File: config.mk
export PLATFORM = sky130hd
export DESIGN_NAME = alu_share_arbiter_flat
export DESIGN_NICKNAME = d
export VERILOG_FILES = /design/src/rtl/alu_share_arbiter_if.sv /design/src/rtl/alu_share_arbiter.sv /design/src/flat_wrapper.sv
export SDC_FILE = /design/constraint.sdc
export NUM_CORES = 1
export LEC_CHECK = 0
export CELL_PAD_IN_SITES_DETAIL_PLACEMENT = 1
export CELL_PAD_IN_SITES_GLOBAL_PLACEMENT = 1
export CORE_ASPECT_RATIO = 2
export CORE_MARGIN = 5
export CORE_UTILIZATION = 32
export CTS_CLUSTER_SIZE = 16
export DETAILED_ROUTE_END_ITERATION = 6
export GPL_TIMING_DRIVEN = 0
export PLACE_DENSITY_LB_ADDON = 0.1
export SLEW_MARGIN = 20
export SYNTH_ARGS = -nofsm -noshare
export SYNTH_HDL_FRONTEND = slang
export SYNTH_SLANG_ARGS = --single-unit
export TNS_END_PERCENT = 5
File: constraint.sdc
create_clock -name clk -period 3.3 [get_ports clk]
set_input_delay 0.66 -clock clk [delete_from_list [all_inputs] [get_ports clk]]
set_output_delay 0.66 -clock clk [all_outputs]
set_load 0.1 [all_outputs]
File: src/rtl/alu_share_arbiter_if.sv
`default_nettype none
// ============================================================================
// Module   : alu_share_arbiter_if
// Purpose  : Bundles the request, ALU-side and response signals of the
//            shared-ALU arbiter. The slave modport is the arbiter's view;
//            the master modport is the requester/ALU/consumer view.
// Revision : 1.0 - initial release
// ============================================================================
interface alu_share_arbiter_if #(
  parameter int NREQ  = 2,
  parameter int TAG_W = 4
);
  logic [NREQ-1:0]       req_valid;
  logic [NREQ-1:0]       req_ready;
  logic [32*NREQ-1:0]    req_opa;
  logic [32*NREQ-1:0]    req_opb;
  logic [4*NREQ-1:0]     req_ctrl;
  logic [TAG_W*NREQ-1:0] req_tag;
  logic [31:0]           alu_a;
  logic [31:0]           alu_b;
  logic [3:0]            alu_ctrl;
  logic [31:0]           alu_result;
  logic                  alu_zero;
  logic                  rsp_valid;
  logic                  rsp_ready;
  logic [2:0]            rsp_id;
  logic [31:0]           rsp_data;
  logic                  rsp_zero;
  logic                  rsp_err;
  logic [TAG_W-1:0]      rsp_tag;

  modport slave (
    input  req_valid, req_opa, req_opb, req_ctrl, req_tag,
    input  alu_result, alu_zero, rsp_ready,
    output req_ready, alu_a, alu_b, alu_ctrl,
    output rsp_valid, rsp_id, rsp_data, rsp_zero, rsp_err, rsp_tag
  );

  modport master (
    output req_valid, req_opa, req_opb, req_ctrl, req_tag,
    output alu_result, alu_zero, rsp_ready,
    input  req_ready, alu_a, alu_b, alu_ctrl,
    input  rsp_valid, rsp_id, rsp_data, rsp_zero, rsp_err, rsp_tag
  );
endinterface
`default_nettype wire

File: src/rtl/alu_share_arbiter.sv
`default_nettype none
// ============================================================================
// Module   : alu_share_arbiter
// Purpose  : Shares one combinational ALU between NREQ requesters. Grants one
//            request, drives the ALU for a single EXEC cycle, registers the
//            result and returns it with requester id and tag.
//            Define ALU_ARB_FIXED_PRIO_EN for fixed priority (lowest index
//            wins); default is round-robin.
// Revision : 1.0 - initial release
// ============================================================================
module alu_share_arbiter #(
  parameter int NREQ  = 2,
  parameter int TAG_W = 4
) (
  input  logic               clk,
  input  logic               reset,
  alu_share_arbiter_if.slave bus
);

  localparam int PTR_W = (NREQ > 1) ? $clog2(NREQ) : 1;
  typedef logic [PTR_W-1:0] ptr_t;

  typedef enum logic [1:0] {
    IDLE = 2'd0,
    EXEC = 2'd1,
    RESP = 2'd2
  } state_t;

  state_t           state, state_next;
  ptr_t             rr_ptr;
  ptr_t             grant_id;
  logic             grant_found;
  logic             can_accept;
  logic             accept;
  logic [NREQ-1:0]  ready_vec;

  ptr_t             lat_id;
  logic [31:0]      lat_opa;
  logic [31:0]      lat_opb;
  logic [3:0]       lat_ctrl;
  logic [TAG_W-1:0] lat_tag;
  logic             illegal_op;

  logic             resp_valid;
  logic [2:0]       resp_id;
  logic [31:0]      resp_data;
  logic             resp_zero;
  logic             resp_err;
  logic [TAG_W-1:0] resp_tag;

  // Round-robin pick: lowest valid index at/after rr_ptr, else lowest overall.
  // rr_ptr is held at 0 in fixed-priority builds, giving lowest-index-wins.
  always_comb begin
    logic found_hi;
    logic found_lo;
    ptr_t pick_hi;
    ptr_t pick_lo;
    found_hi = 1'b0;
    found_lo = 1'b0;
    pick_hi  = '0;
    pick_lo  = '0;
    for (int i = NREQ - 1; i >= 0; i--) begin
      if (bus.req_valid[i]) begin
        found_lo = 1'b1;
        pick_lo  = ptr_t'(i);
        if (i >= int'(rr_ptr)) begin
          found_hi = 1'b1;
          pick_hi  = ptr_t'(i);
        end
      end
    end
    grant_found = found_lo;
    grant_id    = found_hi ? pick_hi : pick_lo;
  end

  // A new request can be taken when idle, or while the current response drains.
  always_comb begin
    can_accept = (state == IDLE) || ((state == RESP) && bus.rsp_ready);
    accept     = grant_found && can_accept;
    ready_vec  = '0;
    if (accept) begin
      ready_vec[grant_id] = 1'b1;
    end
  end

  // FSM state register.
  always_ff @(posedge clk) begin
    if (reset) begin
      state <= IDLE;
    end else begin
      state <= state_next;
    end
  end

  // FSM next-state logic.
  always_comb begin
    state_next = state;
    case (state)
      IDLE:    if (accept) state_next = EXEC;
      EXEC:    state_next = RESP;
      RESP:    if (bus.rsp_ready) state_next = accept ? EXEC : IDLE;
      default: state_next = IDLE;
    endcase
  end

  // ALU is driven only during EXEC so it never sees stale operands.
  always_comb begin
    bus.alu_a    = 32'd0;
    bus.alu_b    = 32'd0;
    bus.alu_ctrl = 4'b0000;
    if (state == EXEC) begin
      bus.alu_a    = lat_opa;
      bus.alu_b    = lat_opb;
      bus.alu_ctrl = lat_ctrl;
    end
  end

  assign illegal_op = (lat_ctrl == 4'd0) || (lat_ctrl > 4'd10);

  // Request capture, arbitration pointer and response registers.
  always_ff @(posedge clk) begin
    if (reset) begin
      rr_ptr     <= '0;
      lat_id     <= '0;
      lat_opa    <= '0;
      lat_opb    <= '0;
      lat_ctrl   <= '0;
      lat_tag    <= '0;
      resp_valid <= 1'b0;
      resp_id    <= '0;
      resp_data  <= '0;
      resp_zero  <= 1'b0;
      resp_err   <= 1'b0;
      resp_tag   <= '0;
    end else begin
      if (accept) begin
        lat_id   <= grant_id;
        lat_opa  <= bus.req_opa[32*grant_id +: 32];
        lat_opb  <= bus.req_opb[32*grant_id +: 32];
        lat_ctrl <= bus.req_ctrl[4*grant_id +: 4];
        lat_tag  <= bus.req_tag[TAG_W*grant_id +: TAG_W];
`ifdef ALU_ARB_FIXED_PRIO_EN
        rr_ptr   <= '0;
`else
        rr_ptr   <= (grant_id == ptr_t'(NREQ - 1)) ? '0 : grant_id + 1'b1;
`endif
      end
      if (state == EXEC) begin
        resp_valid <= 1'b1;
        resp_id    <= 3'(lat_id);
        resp_tag   <= lat_tag;
        if (illegal_op) begin
          resp_data <= 32'd0;
          resp_zero <= 1'b1;
          resp_err  <= 1'b1;
        end else begin
          resp_data <= bus.alu_result;
          resp_zero <= bus.alu_zero;
          resp_err  <= 1'b0;
        end
      end else if ((state == RESP) && bus.rsp_ready) begin
        resp_valid <= 1'b0;
      end
    end
  end

  assign bus.req_ready = ready_vec;
  assign bus.rsp_valid = resp_valid;
  assign bus.rsp_id    = resp_id;
  assign bus.rsp_data  = resp_data;
  assign bus.rsp_zero  = resp_zero;
  assign bus.rsp_err   = resp_err;
  assign bus.rsp_tag   = resp_tag;

endmodule
`default_nettype wire

File: src/flat_wrapper.sv
// flat-port wrapper written by rule: the top's interface ports become plain ports
module alu_share_arbiter_flat 
#(
  parameter int NREQ  = 2,
  parameter int TAG_W = 4
)
  (clk, reset, bus_req_valid, bus_req_opa, bus_req_opb, bus_req_ctrl, bus_req_tag, bus_alu_result, bus_alu_zero, bus_rsp_ready, bus_req_ready, bus_alu_a, bus_alu_b, bus_alu_ctrl, bus_rsp_valid, bus_rsp_id, bus_rsp_data, bus_rsp_zero, bus_rsp_err, bus_rsp_tag);
  alu_share_arbiter_if #(.NREQ(NREQ), .TAG_W(TAG_W)) bus_i ();
  input  logic clk;
  input  logic reset;
  input wire logic [$bits(bus_i.req_valid)-1:0] bus_req_valid;
  input wire logic [$bits(bus_i.req_opa)-1:0] bus_req_opa;
  input wire logic [$bits(bus_i.req_opb)-1:0] bus_req_opb;
  input wire logic [$bits(bus_i.req_ctrl)-1:0] bus_req_ctrl;
  input wire logic [$bits(bus_i.req_tag)-1:0] bus_req_tag;
  input wire logic [$bits(bus_i.alu_result)-1:0] bus_alu_result;
  input wire logic [$bits(bus_i.alu_zero)-1:0] bus_alu_zero;
  input wire logic [$bits(bus_i.rsp_ready)-1:0] bus_rsp_ready;
  output wire logic [$bits(bus_i.req_ready)-1:0] bus_req_ready;
  output wire logic [$bits(bus_i.alu_a)-1:0] bus_alu_a;
  output wire logic [$bits(bus_i.alu_b)-1:0] bus_alu_b;
  output wire logic [$bits(bus_i.alu_ctrl)-1:0] bus_alu_ctrl;
  output wire logic [$bits(bus_i.rsp_valid)-1:0] bus_rsp_valid;
  output wire logic [$bits(bus_i.rsp_id)-1:0] bus_rsp_id;
  output wire logic [$bits(bus_i.rsp_data)-1:0] bus_rsp_data;
  output wire logic [$bits(bus_i.rsp_zero)-1:0] bus_rsp_zero;
  output wire logic [$bits(bus_i.rsp_err)-1:0] bus_rsp_err;
  output wire logic [$bits(bus_i.rsp_tag)-1:0] bus_rsp_tag;
  assign bus_i.req_valid = bus_req_valid;
  assign bus_i.req_opa = bus_req_opa;
  assign bus_i.req_opb = bus_req_opb;
  assign bus_i.req_ctrl = bus_req_ctrl;
  assign bus_i.req_tag = bus_req_tag;
  assign bus_i.alu_result = bus_alu_result;
  assign bus_i.alu_zero = bus_alu_zero;
  assign bus_i.rsp_ready = bus_rsp_ready;
  assign bus_req_ready = bus_i.req_ready;
  assign bus_alu_a = bus_i.alu_a;
  assign bus_alu_b = bus_i.alu_b;
  assign bus_alu_ctrl = bus_i.alu_ctrl;
  assign bus_rsp_valid = bus_i.rsp_valid;
  assign bus_rsp_id = bus_i.rsp_id;
  assign bus_rsp_data = bus_i.rsp_data;
  assign bus_rsp_zero = bus_i.rsp_zero;
  assign bus_rsp_err = bus_i.rsp_err;
  assign bus_rsp_tag = bus_i.rsp_tag;
  alu_share_arbiter #(.NREQ(NREQ), .TAG_W(TAG_W)) u_core (.clk(clk), .reset(reset), .bus(bus_i));
endmodule
==> results of run 1 <==
tightest hold or removal path, cell delays in order (launching register included):
cell	delay (ns)
dfxtp_1	0.30
nand2_1	0.05
a21oi_1	0.05
registers in the layout, indices dropped and copies added (netlist names):
| name | count |
|---|---|
| u_core.rr_ptr | 1 |
| u_core.bus.rsp_err | 1 |
| u_core.bus.rsp_data | 32 |
| u_core.bus.rsp_id | 1 |
| u_core.lat_tag | 4 |
| u_core.lat_ctrl | 4 |
| u_core.bus.rsp_valid | 1 |
| u_core.bus.rsp_zero | 1 |
| u_core.lat_opa | 32 |
| u_core.lat_id | 1 |
| u_core.bus.rsp_tag | 4 |
| u_core.lat_opb | 32 |
| u_core.state | 2 |
per-stage QoR:
stage	setup WS [ns]	TNS, ns	std cells	power, mW	instance area [um^2]
final	0.0746	0	1295	5.08	10000
after global routing	-0.0953	-0.647	1295	5.29	10000
after CTS	-0.234	-0.234	1294	5.13	10000
after detailed placement	-0.552	-6.70	1262	3.32	9480
after global placement	-0.554	-6.00	1262	3.30	9480
after floorplan	0.280	0	713	2.75	6260
worst paths after layout:
| path | to | slack, ns | cells past startpoint |
|---|---|---|---|
| worst max register to register | u_core.lat_opb[10] | 1.48 | 5 |
| worst min-delay path | u_core.bus.rsp_data[17] | 0.45 | 2 |
| worst min register to register | u_core.bus.rsp_data[17] | 0.45 | 2 |
| worst max-delay path | bus_alu_a[2] | 0.07 | 6 |
power by group through the flow:
stage	combinational [mW]	sequential [mW]	clock [mW]
3_5_place_dp	1.68	1.64	0
2_1_floorplan	0.919	1.83	0
6_report	1.66	1.61	1.82
4_1_cts	1.67	1.61	1.85
3_3_place_gp	1.67	1.63	0
5_1_grt	1.76	1.62	1.91
per-layer routing:
| metal | track usage (%) | wire length, um |
|---|---|---|
| met1 | 22.8 | 9370 |
| met2 | 45.7 | 15100 |
| met3 | 6.26 | 1590 |
| met4 | 9.29 | 786 |
| met5 | 0 | 13 |
final cells by class:
type / count / area [um^2]
Multi-Input combinational cell: 423 / 3140
Clock inverter: 9 / 104
Clock buffer: 23 / 468
Buffer: 98 / 512
Fill cell: 2321 / 9250
Inverter: 76 / 285
Tap cell: 259 / 324
Timing Repair Buffer: 290 / 2870
Sequential cell: 116 / 2320
Antenna cell: 1 / 2.50
kinds of logic (layout without fill, tap and decap cells):
logic type	Yosys count	count (layout)	share of synthesized area, %
AOI/OAI and AO/OA	225	225	32.3
buffers and inverters	174	496	12.8
other	1	3	0.0600
DFF	116	116	37.2
and+or+nand+nor	196	196	17.7
synth_stat cells (all sizes together), types with 2 or more instances:
master     n
a2111oi   72
a21oi     40
a31oi     73
and2      67
buf       53
clkbuf    45
dfxtp    116
inv       75
nand2     43
nand2b     2
nor2       4
nor2b      3
nor3       2
nor4      73
o2111ai   32
repair_timing:
| item | in CTS | in global routing |
|---|---|---|
| resized for setup | 251 | 9 |
| hold buffers | 0 | 0 |
| pin swaps | 0 | 0 |
| endpoints found under the setup margin | 70 | 21 |
==> impl_metrics.ini, run 1 <==
[run_status]
outcome = complete, no violations

[global_route]
grt_use_total_pct = 23.6
grt_max_degree = 17
grt_pass1_vias = 7680
grt_first_pass_wirelength_mm = 41.6
grt_antenna_before_repair = 2
grt_overflow = 0

[clock_network]
clockRootBuffer = clkbuf_16
tritoncts = yes
post_cts_buffers = 0
numCtsBuffers = 17
clk_pin_slew_ns = 0.05
htreeDepth = 4
clock_latency_ns = 0.42
cts_buffer_depth = 2
clkSinkCount = 116

[yosys]
yosys-top-cells-area = dfxtp_1, a2111oi_2, a31oi_1
ys.flop_type = dfxtp_1
synth_area_um2 = 6250
syn_inst = 712
syn_avg_cell_area_um2 = 8.78
synth_cell_types = 32
yosys.area.top_type = dfxtp_1
synth_warnings = 0
yosysSeqAreaShare_pct = 37.2
synth_edf_count = 0
postSynthRegisterBits = 116
async_flop_share_pct = 0
synth_top_area_share_pct = 37.2

[setup_path]
crit_family = buffers and inverters
crit_fanout = 10
timing.rr.start = u_core.state[0]
cp-end-kind = output pin
start_kind = flip-flop
startpoint = u_core.state[0]
crit_path_max_incr_delay_ns = 0.56
crit_arrival_ns = 2.57
worstPathCellList = buf_4 > nor2b_1 > buf_2 > buf_1 > and2_1 > clkdlybuf4s15_2
slowest_stage = clkdlybuf4s15_2
crit_buf_inv = 4
cp.required_ns = 2.64
critPathKind = reg2out

[drt]
drtAntennaViolNets = 0
wl_mm = 26.8
drtPass1Iterations = 6
drc_errors = 0
routed_via_density = 5.27
drt_iter0_drc = 202
vias = 6831
wl_per_cell_um = 20.7

[die]
io_pins = 294
fp.dieW_um = 109
std_cell_rows = 72
initial_core_util_pct = 32.4
core_area_um2 = 19300
fp.dieH_um = 208
dieArea_um2 = 22600

[placed_design]
place.gp.congestion = 0.812
port_buffers = 290
hpwlAfterDp_mm = 20.7

[pwr]
vdd_ir_drop_max_uv = 266
powerDensity_nw_per_um2 = 507
switchingPower_mw = 1.84
power.share.combinational_pct = 32.6
pwr-share-clk_pct = 35.8
leakage_nw = 3.72
power_frac_seq_pct = 31.7
internal_power_mw = 3.25
switching_share_pct = 36.1

[sta]
slew_violations = 0
worst_slew_pin_slew_ns = 1.04
fmax_ghz = 0.310
hold_ws_ns = 0.451
period_minus_slack_ns = 3.23
rsz0062_at_grt = true
hold_viol = 0
setup_violations = 0
period_share_pct = 97.7
skew_ns = 0.00855
max_slew_margin_pct = 30.5

[cells_and_area]
num-nets-final = 1204
drive_gt1_share_pct = 20.3
finish.utilization_pct = 52.0
area_delta_synth_final_pct = 60.5
final_cell_mix = clkdlybuf4s50_1, dfxtp_1, inv_1
final_common_cell = clkdlybuf4s50_1

[min_path]
min-delay-start = u_core.bus.rsp_data[17]
hold_class = reg2reg

[job]
cap_violations = 0
Power figures use the tool's default switching activity.
==> run 2, diff against run 1 <==
- ABC_AREA: not set -> 1
- CORE_UTILIZATION: 32 -> 29
==> run 2 against run 1 <==
  * Clock skew decreased by 0.0021 ns
  * Count of clock-buffer cells in the layout down 5
  * Sequential share of layout area rose by 1.3 points
  * Clock power increased by 3%
  * Critical path type unchanged
  * Utilization shrank 4.1 points
  * Global-route usage decreased by 2.6 points
  * Area after synthesis fell by 7.0%
  * Via count grew 1.4%
  * Worst hold slack better by 0.010 ns
  * First-iteration DRC count stayed put
==> impl_metrics.ini, run 2 <==
[drt]
drc_errors = 0
vias = 6928
wl_per_cell_um = 16.4
drtAntennaViolNets = 0
wl_mm = 24.5
drtPass1Iterations = 4
routed_via_density = 4.63
drt_iter0_drc = 202

[die]
dieArea_um2 = 23100
io_pins = 294
fp.dieW_um = 110
initial_core_util_pct = 29.3
std_cell_rows = 73
fp.dieH_um = 210
core_area_um2 = 19800

[clock_network]
ctsHoldBuffers = 0
clkSinkCount = 116
clockRootBuffer = clkbuf_16
numCtsBuffers = 17
clk_pin_slew_ns = 0.06
tritoncts = yes
cts_buffer_depth = 2
htreeDepth = 4
clock_latency_ns = 0.42

[sta]
period_minus_slack_ns = 3.17
slew_violations = 0
max_slew_margin_pct = 29.1
period_share_pct = 96.1
rsz0062_at_grt = false
hold_ws_ns = 0.461
hold_viol = 0
worst_slew_pin_slew_ns = 1.06
fmax_ghz = 0.315
setup_violations = 0
skew_ns = 0.00642

[setup_path]
reg2reg_to = u_core.lat_opb[25]
critPathKind = reg2out
cp.required_ns = 2.64
rrSetupSlack_ns = 1.61
cp-end-kind = output pin
crit_fanout = 10
start_kind = flip-flop
r2r_cells = 8
timing.rr.start = u_core.rr_ptr
crit_arrival_ns = 2.51

[pwr]
internal_power_mw = 3.12
pwr-share-clk_pct = 38.5
power_frac_seq_pct = 32.4
power.share.combinational_pct = 29.1
leakage_nw = 4.04
vdd_ir_drop_max_uv = 261
switching_share_pct = 35.6
powerDensity_nw_per_um2 = 510
switchingPower_mw = 1.72

[cells_and_area]
drive_gt1_share_pct = 11.3
fillers = 2595
final_common_cell = nand2_1
stdcell_count = 1495
area_delta_synth_final_pct = 63.5
finish.utilization_pct = 48.0
final_cell_mix = nand2_1, clkdlybuf4s50_1, dfxtp_1
num-nets-final = 1402
multiInputGateArea_um2 = 2760
diodes = 0
seq_area_um2 = 2320
post-route-cell-area_um2 = 9500

[yosys]
async_flop_share_pct = 0
synth_area_um2 = 5810
syn_inst = 910
synth.most_common_cell = nand2_1
yosys-top-cells-count = nand2_1, dfxtp_1, a21oi_1
ys.flop_type = dfxtp_1
postSynthRegisterBits = 116
yosysSeqAreaShare_pct = 40.0
yosys.area.top_type = dfxtp_1
synth_warnings = 0
synth_top_area_share_pct = 40.0
synth_cell_types = 18
synth_edf_count = 0
syn_avg_cell_area_um2 = 6.39
yosys-top-cells-area = dfxtp_1, nand2_1, a21oi_1

[job]
cap_violations = 0

[min_path]
whs_path_depth = 2
hold_end = u_core.lat_opa[18]
min-delay-start = u_core.lat_opa[18]
hold_class = reg2reg

[placed_design]
dp.cells = 1463
place.gp.congestion = 0.815
postPlaceCellArea_um2 = 9050
hpwlAfterDp_mm = 19.2
port_buffers = 290

[global_route]
grt_first_pass_wirelength_mm = 37.4
grt_use_total_pct = 21.0
grt_overflow = 0
grt_max_degree = 17
grt_pass1_vias = 7230
grt_antenna_before_repair = 0

[run_status]
outcome = complete, no violations
-- run 2: cell count changes in the layout (fill, tap and decap cells not counted), moves of 25 or more --
| cell | previous run | this run |
|---|---|---|
| a21oi_1 | 40 | 107 |
| nor2_1 | 4 | 87 |
| clkbuf_2 | 1 | 26 |
| clkbuf_1 | 47 | 17 |
| and2_1 | 67 | 0 |
| o2111ai_1 | 32 | 0 |
| a31oi_1 | 73 | 1 |
| nand4_1 | 0 | 32 |
| clkdlybuf4s15_2 | 47 | 17 |
| nor4_1 | 73 | 0 |
| nand2_1 | 43 | 330 |
| a2111oi_2 | 58 | 0 |
| nand3_1 | 0 | 75 |
-- run 2: area by class of cell --
class,count,area share [%]
flip-flops and latches,116,24.4
clock inverters,14,1.63
clock buffers,18,4.62
inverters,76,3.00
multi-input cells,646,29.0
plain buffers,73,4.71
well taps,262,3.45
repair buffers,290,29.1
-- run 2: per-layer routing --
| metal | part of all wire (%) | wire, um | GRT usage, % | vias up |
|---|---|---|---|---|
| met5 | 0 | 0 | 0 | - |
| met3 | 6.7 | 1640 | 6.47 | 30 |
| met1 | 35 | 8610 | 20.2 | 3215 |
| met2 | 56 | 13600 | 40.6 | 198 |
| met4 | 2.5 | 616 | 6.97 | 0 |
| li1 | - | - | - | 3485 |
-- run 2: per-stage QoR --
stage	power, mW	setup TNS (ns)	setup WS (ns)
after global routing	5.08	0	0.000987
after CTS	4.91	0	0.00244
after detailed placement	3.05	-1.20	-0.637
after floorplan	2.52	0	0.354
final	4.85	0	0.130
after global placement	3.03	-1.20	-0.629
-- run 2: how the worst max path moves through the flow --
stage                                 from               end  slack [ns]  depth (start not counted)
final                      u_core.state[0]      bus_alu_a[7]        0.13                          6
after global placement    bus_req_valid[1]  bus_req_ready[1]       -0.63                          7
after CTS                  u_core.state[0]      bus_alu_b[8]       0.002                          7
after detailed placement  bus_req_valid[1]  bus_req_ready[1]       -0.64                          7
after floorplan           bus_req_valid[1]  bus_req_ready[0]        0.35                          5
after global routing       u_core.state[0]     bus_alu_a[14]       0.001                          6
-- run 2: worst max-delay path, stage by stage (launching register included) --
cell and delay (ns):
dfxtp_1 0.35, inv_2 0.07, nor2_4 0.18, inv_2 0.16, clkbuf_1 0.29, nor2_1 0.16
dlygate4sd2_1 0.87
-- run 2: what timing repair did --
item	in CTS	in global routing
gates resized for setup	120	54
setup endpoints to repair	70	37
setup buffers	0	0
pin swaps	0	0
-- run 2: cells by family after synthesis --
family / share of synthesized area (%)
flops: 40.0
simple gates: 37.4
buf+inv: 12.6
other cells: 0.0645
compound gates: 10.0
-- run 2: power by group through the flow --
| stage | registers [mW] | logic, mW | clock network [mW] |
|---|---|---|---|
| floorplan | 1.80 | 0.723 | 0 |
| global placement | 1.60 | 1.43 | 0 |
| detailed placement | 1.60 | 1.45 | 0 |
| CTS | 1.57 | 1.43 | 1.90 |
| global route | 1.58 | 1.52 | 1.97 |
| finish | 1.57 | 1.41 | 1.87 |
==> run 3, diff against run 2 <==
- CAP_MARGIN: not set -> 10
- SETUP_SLACK_MARGIN: not set -> 0.15
==> run 3 against run 2 <==
  * Cell count did not move
  * Final area rose by 2.2%
  * Sequential share of layout area fell by 0.52 points
  * Maximum frequency rose by 2.9%
  * Setup slack improved by 0.089 ns
  * Die area did not move
  * Global-route usage barely moved
  * Count of clock-buffer cells in the layout did not move
  * Register-to-register slack barely moved
  * Sequential power barely moved
==> impl_metrics.ini, run 3 (same netlist as run 2, synthesis figures left out) <==
[cells_and_area]
post-route-cell-area_um2 = 9710
drive_gt1_share_pct = 13.3
final_cell_mix = nand2_1, clkdlybuf4s50_1, dfxtp_1
diodes = 0
area_delta_synth_final_pct = 67.1
stdcell_count = 1495
num-nets-final = 1402
final_common_cell = nand2_1
finish.utilization_pct = 49.0

[global_route]
grt_pass1_vias = 7232
grt_first_pass_wirelength_mm = 37.4
grt_use_total_pct = 21.0
grt_max_degree = 17
grt_antenna_before_repair = 0
grt_overflow = 0

[placed_design]
dp.cells = 1463
port_buffers = 290
hpwlAfterDp_mm = 19.2
postPlaceCellArea_um2 = 9050
place.gp.congestion = 0.815

[sta]
fmax_ghz = 0.325
tns_ns = 0
max_slew_margin_pct = 29.0
slew_violations = 0
skew_ns = 0.00590
worst_slew_pin_slew_ns = 1.06
rsz0062_at_grt = true
period_minus_slack_ns = 3.08
setup_violations = 0
hold_viol = 0
period_share_pct = 93.4

[drt]
wl_per_cell_um = 16.4
drtPass1Iterations = 4
drc_errors = 0
drt_iter0_drc = 203
routed_via_density = 4.62
wl_mm = 24.5
vias = 6908
drtAntennaViolNets = 0

[clock_network]
clock_latency_ns = 0.42
numCtsBuffers = 17
tritoncts = yes
cts_buffer_depth = 2
clk_pin_slew_ns = 0.05
clkSinkCount = 116
htreeDepth = 4
clockRootBuffer = clkbuf_16

[pwr]
powerDensity_nw_per_um2 = 500
vdd_ir_drop_max_uv = 260
p_total_mw = 4.86
leakage_nw = 3.95

[min_path]
hold_class = reg2reg
min-delay-start = u_core.lat_opa[18]

[setup_path]
rrSetupSlack_ns = 1.62
crit_fanout = 10
cp-end-kind = output pin
cp.required_ns = 2.64
start_kind = input port
startpoint = bus_req_valid[0]
crit_arrival_ns = 2.42
critPathKind = in2out
timing.rr.start = u_core.rr_ptr

[die]
std_cell_rows = 73
core_area_um2 = 19800
fp.dieH_um = 210
dieArea_um2 = 23100
io_pins = 294
fp.dieW_um = 110
initial_core_util_pct = 29.3

[run_status]
outcome = complete, no violations

[job]
cap_violations = 0
==> run 3: per-stage QoR <==
step           setup slack (ns)  hold WS (ns)
6_report                  0.219         0.463
3_5_place_dp             -0.637         0.455
5_1_grt                  0.0897         0.487
2_1_floorplan             0.354         0.443
3_3_place_gp             -0.629         0.449
4_1_cts                   0.158         0.463
==> run 3: where the power goes <==
group / leakage, nW / internal, mW / switching (mW)
sequential: 0.951 / 1.51 / 0.0589
combinational: 2.72 / 0.486 / 0.936
clock: 0.275 / 1.14 / 0.729
total: 3.95 / 3.13 / 1.72
==> run 3: worst paths after layout <==
path	endpoint	cells after the start
min	u_core.lat_opa[18]	2
max	bus_req_ready[0]	6
min reg2reg	u_core.lat_opa[18]	2
max reg2reg	u_core.lat_opb[25]	8
==> run 3: cell type report <==
cell class | instances | area (um^2)
fill | 2560 | 10100
sequential | 116 | 2320
inverter | 76 | 285
clock inverter | 14 | 155
timing repair buffer | 290 | 2970
clock buffer | 18 | 439
multi-input combinational | 646 | 2760
buffer | 73 | 448
tap | 262 | 328
==> run 3: what timing repair did <==
item                                    CTS  global route
hold buffers                              0             0
setup buffers                             0             0
endpoints found under the setup margin   70            11
resized for setup                       215             2
==> run 3: layer usage <==
layer | up-vias | GRT usage (%) | share of wire [%]
met4 | 0 | 6.97 | 2.7
li1 | 3485 | - | -
met3 | 32 | 6.47 | 6.8
met2 | 193 | 40.7 | 56
met1 | 3198 | 20.2 | 35
met5 | - | 0 | 0
==> run 3: worst max-delay path, cell delays in order <==
cell	delay (ns)
clkdlybuf4s50_1	0.49
nand2_2	0.23
nand2_2	0.37
inv_1	0.10
nor2_1	0.11
buf_2	0.45
